--- src/rtl/lr_pkg.sv ---
// rtl/lr_pkg.sv - shared types and constants for the LR message-memory sequencer
package lr_pkg;

  typedef enum logic [2:0] {
    ST_IDLE,
    ST_RD,
    ST_WAIT,
    ST_CAP,
    ST_WR
  } lr_state_e;

  localparam int CNU_CTL_W   = 7;
  localparam int CNU_CTL_ROW = 0;
  localparam int CNU_CTL_P01 = 1;
  localparam int CNU_CTL_P23 = 2;
  localparam int CNU_CTL_P45 = 3;
  localparam int CNU_CTL_GO  = 4;
  localparam int CNU_CTL_CAP = 5;
  localparam int CNU_CTL_WR2 = 6;

  localparam int D_WID     = 6;
  localparam int LR_WORD_W = 4*D_WID + 20;

endpackage

--- src/rtl/lr_seq_ctrl_addr_gen.sv ---
// rtl/lr_seq_ctrl_addr_gen.sv - row base register plus phase offset forming the LR memory address
module lr_addr_gen #(
  parameter int ADDR_W = 7
) (
  input  logic              clk,
  input  logic              reset_n,
  input  logic              clr,
  input  logic              inc,
  input  logic [1:0]        offset,
  output logic [ADDR_W-1:0] addr
);

  logic [ADDR_W-1:0] base_q, base_d;

  always_comb begin
    base_d = base_q;
    if (clr)
      base_d = '0;
    else if (inc)
      base_d = base_q + ADDR_W'(3);
  end

  always_ff @(posedge clk or negedge reset_n) begin
    if (!reset_n)
      base_q <= '0;
    else
      base_q <= base_d;
  end

  assign addr = base_q + ADDR_W'(offset);

endmodule

--- src/rtl/lr_seq_ctrl.sv ---
// rtl/lr_seq_ctrl.sv - row/iteration sequencer driving CNU strobes and LR memory accesses
// Optional LR_EARLY_STOP_EN: parity_ok at the last write of the final row ends decoding early.
module lr_seq_ctrl
  import lr_pkg::*;
#(
  parameter int N_ROW    = 36,
  parameter int ITER_MAX = 20,
  parameter int CNU_LAT  = 4,
  parameter int ADDR_W   = 7
) (
  input  logic              clk,
  input  logic              reset_n,
  input  logic              start,
  input  logic              parity_ok,
  output logic              busy,
  output logic              done,
  output logic [6:0]        cnu_ctl,
  output logic              iter_0,
  output logic [ADDR_W-1:0] mem_addr,
  output logic              mem_re,
  output logic              mem_we,
  output logic [4:0]        iter_cnt,
  output logic [5:0]        row_cnt
);

  localparam int PH_W = $clog2(CNU_LAT) + 1;

  lr_state_e         state_q, state_d;
  logic [PH_W-1:0]   ph_q, ph_d;
  logic [5:0]        row_q, row_d;
  logic [4:0]        iter_q, iter_d;
  logic              fin_q, fin_d;
  logic              busy_q, busy_d, done_q, done_d, iter_0_q, iter_0_d;
  logic              mem_re_q, mem_re_d, mem_we_q, mem_we_d;
  logic [6:0]        cnu_q, cnu_d;
  logic [ADDR_W-1:0] mem_addr_q, mem_addr_d, addr;
  logic [4:0]        iter_cnt_q, iter_cnt_d;
  logic [5:0]        row_cnt_q, row_cnt_d;
  logic              clr, inc, last_row, stop;

  lr_addr_gen #(.ADDR_W(ADDR_W)) u_addr_gen (
    .clk    (clk),
    .reset_n(reset_n),
    .clr    (clr),
    .inc    (inc),
    .offset (ph_q[1:0]),
    .addr   (addr)
  );

  assign last_row = (row_q == 6'(N_ROW - 1));
`ifdef LR_EARLY_STOP_EN
  assign stop = (iter_q == 5'(ITER_MAX - 1)) || parity_ok;
`else
  logic unused_parity_ok;
  assign unused_parity_ok = parity_ok;
  assign stop = (iter_q == 5'(ITER_MAX - 1));
`endif

  // Outputs are registered from the current state, so each phase appears one cycle after its state.
  always_comb begin
    state_d    = state_q;
    ph_d       = ph_q;
    row_d      = row_q;
    iter_d     = iter_q;
    fin_d      = 1'b0;
    clr        = 1'b0;
    inc        = 1'b0;
    busy_d     = (state_q != ST_IDLE);
    done_d     = fin_q;
    iter_0_d   = (state_q != ST_IDLE) && (iter_q == 5'd0);
    cnu_d      = '0;
    mem_addr_d = mem_addr_q;
    mem_re_d   = 1'b0;
    mem_we_d   = 1'b0;
    iter_cnt_d = iter_q;
    row_cnt_d  = row_q;
    case (state_q)
      ST_IDLE: begin
        if (start) begin
          state_d = ST_RD;
          ph_d    = '0;
          row_d   = '0;
          iter_d  = '0;
          clr     = 1'b1;
        end
      end
      ST_RD: begin
        mem_addr_d = addr;
        mem_re_d   = (iter_q != 5'd0);
        if (ph_q == PH_W'(0)) cnu_d[CNU_CTL_ROW] = 1'b1;
        if (ph_q == PH_W'(1)) cnu_d[CNU_CTL_P01] = 1'b1;
        if (ph_q == PH_W'(2)) cnu_d[CNU_CTL_P23] = 1'b1;
        if (ph_q == PH_W'(2)) begin
          state_d = ST_WAIT;
          ph_d    = '0;
        end else begin
          ph_d = ph_q + PH_W'(1);
        end
      end
      ST_WAIT: begin
        if (ph_q == PH_W'(0)) cnu_d[CNU_CTL_P45] = 1'b1;
        if (ph_q == PH_W'(1)) cnu_d[CNU_CTL_GO]  = 1'b1;
        if (ph_q == PH_W'(CNU_LAT - 1)) begin
          state_d = ST_CAP;
          ph_d    = '0;
        end else begin
          ph_d = ph_q + PH_W'(1);
        end
      end
      ST_CAP: begin
        cnu_d[CNU_CTL_CAP] = 1'b1;
        state_d            = ST_WR;
        ph_d               = '0;
      end
      ST_WR: begin
        mem_we_d   = 1'b1;
        mem_addr_d = addr;
        if (ph_q == PH_W'(0)) cnu_d[CNU_CTL_WR2] = 1'b1;
        if (ph_q == PH_W'(2)) begin
          ph_d = '0;
          if (last_row && stop) begin
            state_d = ST_IDLE;
            fin_d   = 1'b1;
          end else if (last_row) begin
            state_d = ST_RD;
            row_d   = '0;
            iter_d  = iter_q + 5'd1;
            clr     = 1'b1;
          end else begin
            state_d = ST_RD;
            row_d   = row_q + 6'd1;
            inc     = 1'b1;
          end
        end else begin
          ph_d = ph_q + PH_W'(1);
        end
      end
      default: state_d = ST_IDLE;
    endcase
  end

  always_ff @(posedge clk or negedge reset_n) begin
    if (!reset_n) begin
      state_q    <= ST_IDLE;
      ph_q       <= '0;
      row_q      <= '0;
      iter_q     <= '0;
      fin_q      <= 1'b0;
      busy_q     <= 1'b0;
      done_q     <= 1'b0;
      iter_0_q   <= 1'b0;
      cnu_q      <= '0;
      mem_addr_q <= '0;
      mem_re_q   <= 1'b0;
      mem_we_q   <= 1'b0;
      iter_cnt_q <= '0;
      row_cnt_q  <= '0;
    end else begin
      state_q    <= state_d;
      ph_q       <= ph_d;
      row_q      <= row_d;
      iter_q     <= iter_d;
      fin_q      <= fin_d;
      busy_q     <= busy_d;
      done_q     <= done_d;
      iter_0_q   <= iter_0_d;
      cnu_q      <= cnu_d;
      mem_addr_q <= mem_addr_d;
      mem_re_q   <= mem_re_d;
      mem_we_q   <= mem_we_d;
      iter_cnt_q <= iter_cnt_d;
      row_cnt_q  <= row_cnt_d;
    end
  end

  assign busy     = busy_q;
  assign done     = done_q;
  assign iter_0   = iter_0_q;
  assign cnu_ctl  = cnu_q;
  assign mem_addr = mem_addr_q;
  assign mem_re   = mem_re_q;
  assign mem_we   = mem_we_q;
  assign iter_cnt = iter_cnt_q;
  assign row_cnt  = row_cnt_q;

endmodule
--- config.mk ---
export PLATFORM = sky130hd
export DESIGN_NAME = lr_seq_ctrl
export DESIGN_NICKNAME = d
export VERILOG_FILES = /design/src/rtl/lr_pkg.sv /design/src/rtl/lr_seq_ctrl_addr_gen.sv /design/src/rtl/lr_seq_ctrl.sv
export SDC_FILE = /design/constraint.sdc
export NUM_CORES = 1
export LEC_CHECK = 0
export CAP_MARGIN = 10
export CELL_PAD_IN_SITES_DETAIL_PLACEMENT = 1
export CELL_PAD_IN_SITES_GLOBAL_PLACEMENT = 1
export CORE_AREA = 2 2 79 81
export CTS_BUF_LIST = sky130_fd_sc_hd__clkbuf_8
export DETAILED_ROUTE_END_ITERATION = 10
export DIE_AREA = 0 0 81 83
export GPL_ROUTABILITY_DRIVEN = 0
export PLACE_DENSITY = 0.82
export REMOVE_ABC_BUFFERS = 1
export SLEW_MARGIN = 20
export SYNTH_ARGS = -nofsm -noshare
export SYNTH_HDL_FRONTEND = slang
export SYNTH_SLANG_ARGS = --single-unit
export TNS_END_PERCENT = 50
--- constraint.sdc ---
create_clock -name clk -period 2.08 [get_ports clk]
set_clock_uncertainty 0.1 [all_clocks]
set_input_delay 0.208 -clock clk [delete_from_list [all_inputs] [get_ports clk]]
set_output_delay 0.208 -clock clk [all_outputs]
set_load 0.05 [all_outputs]
Word level (Yosys, flattened, before mapping) --
Index checks and enable logic that the tools add are counted.
Storage, ports and cells: flip-flop bits (word level) 55, output and inout bits 30, logic and storage cells 93, bits of input ports 4
Cells by class: reductions and logical operators 15, multiplexer cells 43, add/sub/neg operators 5, equal/unequal tests 15
Operators with widths (number):
- $mux W3 | 8
- $mux W6 | 4
- $mux W5 | 4
- $mux W1 | 19
- $pmux W3 S5 | 1
- $mux W7 | 2
- $eq A3 B2 Y1 const B | 4
- $ne A2 B2 Y1 const B | 6
- $pmux W3 S4 | 1
- $pmux W6 S2 | 1
- $pmux W5 S2 | 1
- $reduce_and A4 Y1 | 2
- $add A7 B2 Y7 | 1
- $add A7 B2 Y7 const B | 1
- $add A6 B1 Y6 const B | 1
- $eq A3 B1 Y1 const B | 2
- $eq A6 B6 Y1 const B | 1
- $logic_not A3 Y1 | 2
- $add A5 B1 Y5 const B | 1
- $eq A5 B5 Y1 const B | 1
- $logic_not A5 Y1 | 1
- $reduce_and A5 Y1 | 1
- $reduce_bool A5 Y1 | 1
- $reduce_bool A2 Y1 | 2
- 9 further kinds | 10

Depth between registers and ports, before layout --
word-level depth 7, depth in mapped cells 9, depth with buffers taken out 7

By module --
A second synthesis with hierarchy kept.
Second synthesis, totals: cell total of the unflattened synthesis 244, area, all modules 2675.1 µm²
Modules (own cells, without submodules):
- lr_seq_ctrl | cells an instance 191, instances 1, seq. area each 1201.2 µm², area each 2184.6 µm²
- lr_addr_gen | cells an instance 53, instances 1, seq. area each 175.2 µm², area each 490.5 µm²

Worst setup path before layout --
OpenSTA, ideal clock, no wires.
path kind reg-to-reg, start register row_q[0] (netlist: row_cnt_d[0]), end register iter_q[2] (netlist: iter_cnt_d[2]), period minus slack after synthesis 1.916 ns, slack 0.164 ns, library setup time 0.118 ns, required time 1.862 ns, cell stages (with the launch flop) 7, buffers on the path 0, data arrival time 1.698 ns, cells stage by stage dfrtp_1 > ha_1 > or3b_4 > o41ai_2 > and2_2 > o21ai_1 > a21o_1
On the way: cells in the longest elaborated chain, start to end 4, elaborated cells on any way between the ends 5, those cells by class eq/ne: 3; reduce/logical: 2
RTL lines:
- from (decl) | line lr_seq_ctrl.sv:30 | logic [5:0] row_q, row_d;
- from (signal assigned) | line lr_seq_ctrl.sv:161 | row_q <= row_d;
- $eq A6 B6 Y1 * | line lr_seq_ctrl.sv:50 | assign last_row = (row_q == 6'(N_ROW - 1));
- $logic_and A1 B1 Y1 | line lr_seq_ctrl.sv:121 | if (last_row && stop) begin
- $ne A2 B2 Y1 (no source line)
- $reduce_and A5 Y1 (no source line) *
- to (signal assigned) | line lr_seq_ctrl.sv:162 | iter_q <= iter_d;
- to (decl) | line lr_seq_ctrl.sv:31 | logic [4:0] iter_q, iter_d;
Mark *: on every way between the ends. The rest lies on a longest branch, timed or not. A chain may end at the register's enable or synchronous reset.

Worst setup path in the final report --
start register ph_q[0], end register iter_q[3] (netlist: iter_cnt_d[3])
On the way: cells in the longest elaborated chain, start to end 3
RTL lines:
- from (decl) | line lr_seq_ctrl.sv:29 | logic [PH_W-1:0] ph_q, ph_d;
- from (signal assigned) | line lr_seq_ctrl.sv:160 | ph_q <= ph_d;
- $eq A3 B2 Y1 | line lr_seq_ctrl.sv:119 | if (ph_q == PH_W'(2)) begin
- $ne A2 B2 Y1 (no source line)
- $reduce_and A5 Y1 (no source line)
Every way passes these cells.

==> flow_summary.yaml <==
clock_network:
  clockRootBuffer: "clkbuf_8"
  clk_latency_ns: 0.31
  htreeDepth: 2
  clockBufferDepth: 2
  cts.sinks: 55
  path_clk_slew_ns: 0.11
  tritoncts: "yes"
  numCtsBuffers: 5
global_routing:
  overflow: 0
  grt_max_degree: 35
  antenna_found_initial: 0
  grt_usage_pct: 20.5
  grt_pass1_wl_um: 10700
  first_global_vias: 2190
worst_setup_path:
  cp_top_family: "simple AND/OR/NAND/NOR gates"
  path_buf_inv: 3
  path_depth: 9
  cp.required_ns: 2.18
  cp_slowest_cell: "dfrtp_1"
  reg2reg_depth: 9
  ff2ff_setup_slack_ns: 0.06
  worstReg2RegEnd: "iter_cnt_d[3]$_DFFE_PN0P_"
  timing.rr.start: "ph_q[0]$_DFFE_PN0P_"
  cp_slowest_stage_delay_ns: 0.39
  cp-end-kind: "flip-flop"
  path_cells: "inv_1, ha_2, nor2b_2, buf_6, buf_4, nand4_1, nor3_1, mux2i_1, o21ai_0"
  startpoint: "ph_q[0]$_DFFE_PN0P_"
  startpoint_type: "flip-flop"
  worstSetupPathType: "flip-flop to flip-flop"
  cp.arrival_ns: 2.12
  worst-path-max-fanout: 7
  crit_path_end: "iter_cnt_d[3]$_DFFE_PN0P_"
floorplanning:
  start_util_pct: 43.4
  ios: 34
  core-area_um2: 5820
  fp.dieH_um: 83
  die_x_um: 81
  fp-row-count: 28
  dieArea_um2: 6720
sta:
  slew-limit-headroom_pct: 64.8
  tns_ns: 0
  post-route-min-period_ns: 2.02
  maxSlewViolCount: 0
  setup_slack_ns: 0.0637
  hold_viol_final: 0
  timing.fmax_mhz: 496
  period_share_pct: 96.9
  hold_ws_ns: 0.261
  setup_violations: 0
  worstMarginPinSlew_ns: 0.529
synth:
  ys_seq_area_share_pct: 54.6
  yosys_warnings: 0
  synthCells: 237
  ys_types: 47
  synth-async-reset-ratio_pct: 100
  synth_flop_cell: "dfrtp_1"
  synth.largest_area_cell: "dfrtp_1"
  synthesis.area_um2: 2520
  ys_top_cells_by_area: "dfrtp_1 (55%), ha_1 (6.0%), o21ai_0 (4.0%)"
  synth.avg_cell_area_um2: 10.6
  synth_edf_count: 0
  synth_top_area_share_pct: 54.6
  synth_seq_cells: 55
detailed_routing:
  drt_iter0_drc: 145
  ant_nets: 0
  wl_per_cell_um: 17.2
  vias: 1959
  drc: 0
  vias_per_cell: 5.31
  drt-total-wl_um: 6330
  drtPass1Iterations: 4
hold_path:
  hold_path_class: "flip-flop to flip-flop"
  whs_path_depth: 0
power:
  vdd_ir_drop_max_mv: 0.321
  power_mw: 1.87
  power.density_nw_per_um2: 578
  p_leak_nw: 1.45
flow_run:
  cap_violations: 0
cells_and_area:
  area_delta_synth_final_pct: 28.5
  nFillCells: 670
  drive_gt1_share_pct: 15.6
  finish.net_count: 310
  antenna_cells: 0
placed_design:
  io_buffers: 32
  dpl.hpwl_um: 4420
  pre_cts_slack_ns: -0.0128
status:
  run_status: "completed"
-- per-stage QoR --
step / utilization (%) / instance area [µm²] / std cells
2_1_floorplan: - / 2490 / 231
3_3_place_gp: 52.0 / 3020 / 353
3_5_place_dp: 52.0 / 3020 / 353
4_1_cts: 54.6 / 3180 / 363
5_1_grt: 55.7 / 3240 / 369
6_report: 55.7 / 3240 / 369
-- cells by family after synthesis --
kind of cell,count (synthesis),synth area share (%)
muxes,2,0.794
buffers and inverters,20,3.42
xor gates and xnor gates,12,4.17
and+or+nand+nor,89,18.8
adders and majority gates,13,6.75
AOI/OAI and AO/OA,46,11.5
DFF,55,54.6
-- registers in the layout, summed over array words and instances (netlist names) --
signal / flops
mem_addr: 7
done_d: 1
busy: 1
row_cnt_d: 6
state_q: 3
iter_cnt: 5
iter_0: 1
row_cnt: 6
mem_we: 1
mem_re: 1
cnu_ctl: 7
u_addr_gen.base_q: 7
iter_cnt_d: 5
done: 1
ph_q: 3
-- synthesized netlist by cell type, drive strengths merged, types with 2 or more instances --
cell / count
dfrtp: 55
a21oi: 12
nand2b: 4
ha: 12
o22ai: 2
o21bai: 2
mux2i: 2
nor2b: 3
nand2: 21
or3: 5
nand3b: 2
nand4: 6
nand3: 6
a21o: 2
xnor2: 9
nor2: 23
nor3: 5
and2: 6
xor2: 3
o21ai: 21
clkbuf: 2
buf: 4
inv: 13
-- area by class of cell --
cell class | instances | area (µm²) | area share, %
multi-input combinational | 162 | 1090 | 33.6
sequential | 55 | 1380 | 42.5
timing repair buffer | 55 | 507 | 15.6
clock buffer | 6 | 82.6 | 2.55
tap | 75 | 93.8 | 2.90
clock inverter | 2 | 38.8 | 1.20
inverter | 14 | 53.8 | 1.66
-- metal layers --
layer / part of all wire (%) / wire length [µm] / global-route usage (%) / vias up
li1: - / - / - / 920
met1: 42 / 2690 / 26.6 / 986
met2: 52 / 3320 / 34.3 / 42
met3: 2.9 / 183 / 3.15 / 11
met4: 2.2 / 138 / 7.55 / 0
met5: 0 / 0 / 0 / -
-- what timing repair did --
action	4_1_cts	5_1_grt
hold buffers	1	0
pin swaps	2	2
setup buffers	1	6
resized for setup	3	6
setup endpoints to repair	12	9
hold endpoints to repair	21	0
-- report_power, final --
group | internal (mW) | leakage (nW) | total, mW | switching [mW]
registers | 1.07 | 0.667 | 1.07 | 0
logic | 0.0110 | 0.719 | 0.0384 | 0.0274
clock network | 0.397 | 0.0618 | 0.766 | 0.369
total | 1.48 | 1.45 | 1.87 | 0.396
-- cell usage in the layout (no fill, tap or decap), types with 2 or more instances in the layout --
cell type        synthesis  layout
clkdlybuf4s50_1          0      31
nand2b_1                 4       4
nor2_1                  22      22
clkbuf_8                 0       6
ha_1                    12       9
buf_4                    2      20
and2_1                   4       4
and2_4                   1       2
dfrtp_1                 55      55
nand2_1                 20      20
nand4_1                  6       6
nor2b_1                  3       2
a21o_1                   2       2
mux2i_1                  2       2
xor2_1                   3       3
inv_1                   13      13
ha_2                     0       3
o22ai_1                  2       2
o21ai_1                  1       2
nand3b_1                 2       2
nand3_1                  6       6
o21ai_0                 20      19
or3_1                    5       5
o21bai_1                 2       2
a21oi_1                 12      12
nor3_1                   4       4
xnor2_1                  9       9
-- how the worst min path moves through the flow --
stage                                start          endpoint  slack (ns)
after global placement             reset_n  iter_0$_DFF_PN0_        0.10
after CTS                 done_d$_DFF_PN0_    done$_DFF_PN0_        0.27
final                     done_d$_DFF_PN0_    done$_DFF_PN0_        0.26
after global routing      done_d$_DFF_PN0_    done$_DFF_PN0_        0.28
after detailed placement           reset_n  iter_0$_DFF_PN0_        0.11
after floorplan                    reset_n    busy$_DFF_PN0_       -0.19
-- worst register-to-register path, delay by kind of cell, from the launching register on --
kind,cells,cell delay (ns)
compound gates,1,0.09
fa+ha+maj,1,0.21
buf+inv,3,0.34
flops,1,0.39
mux,1,0.23
simple gates,3,0.53
Note: power is estimated with default switching activity, not from simulation.
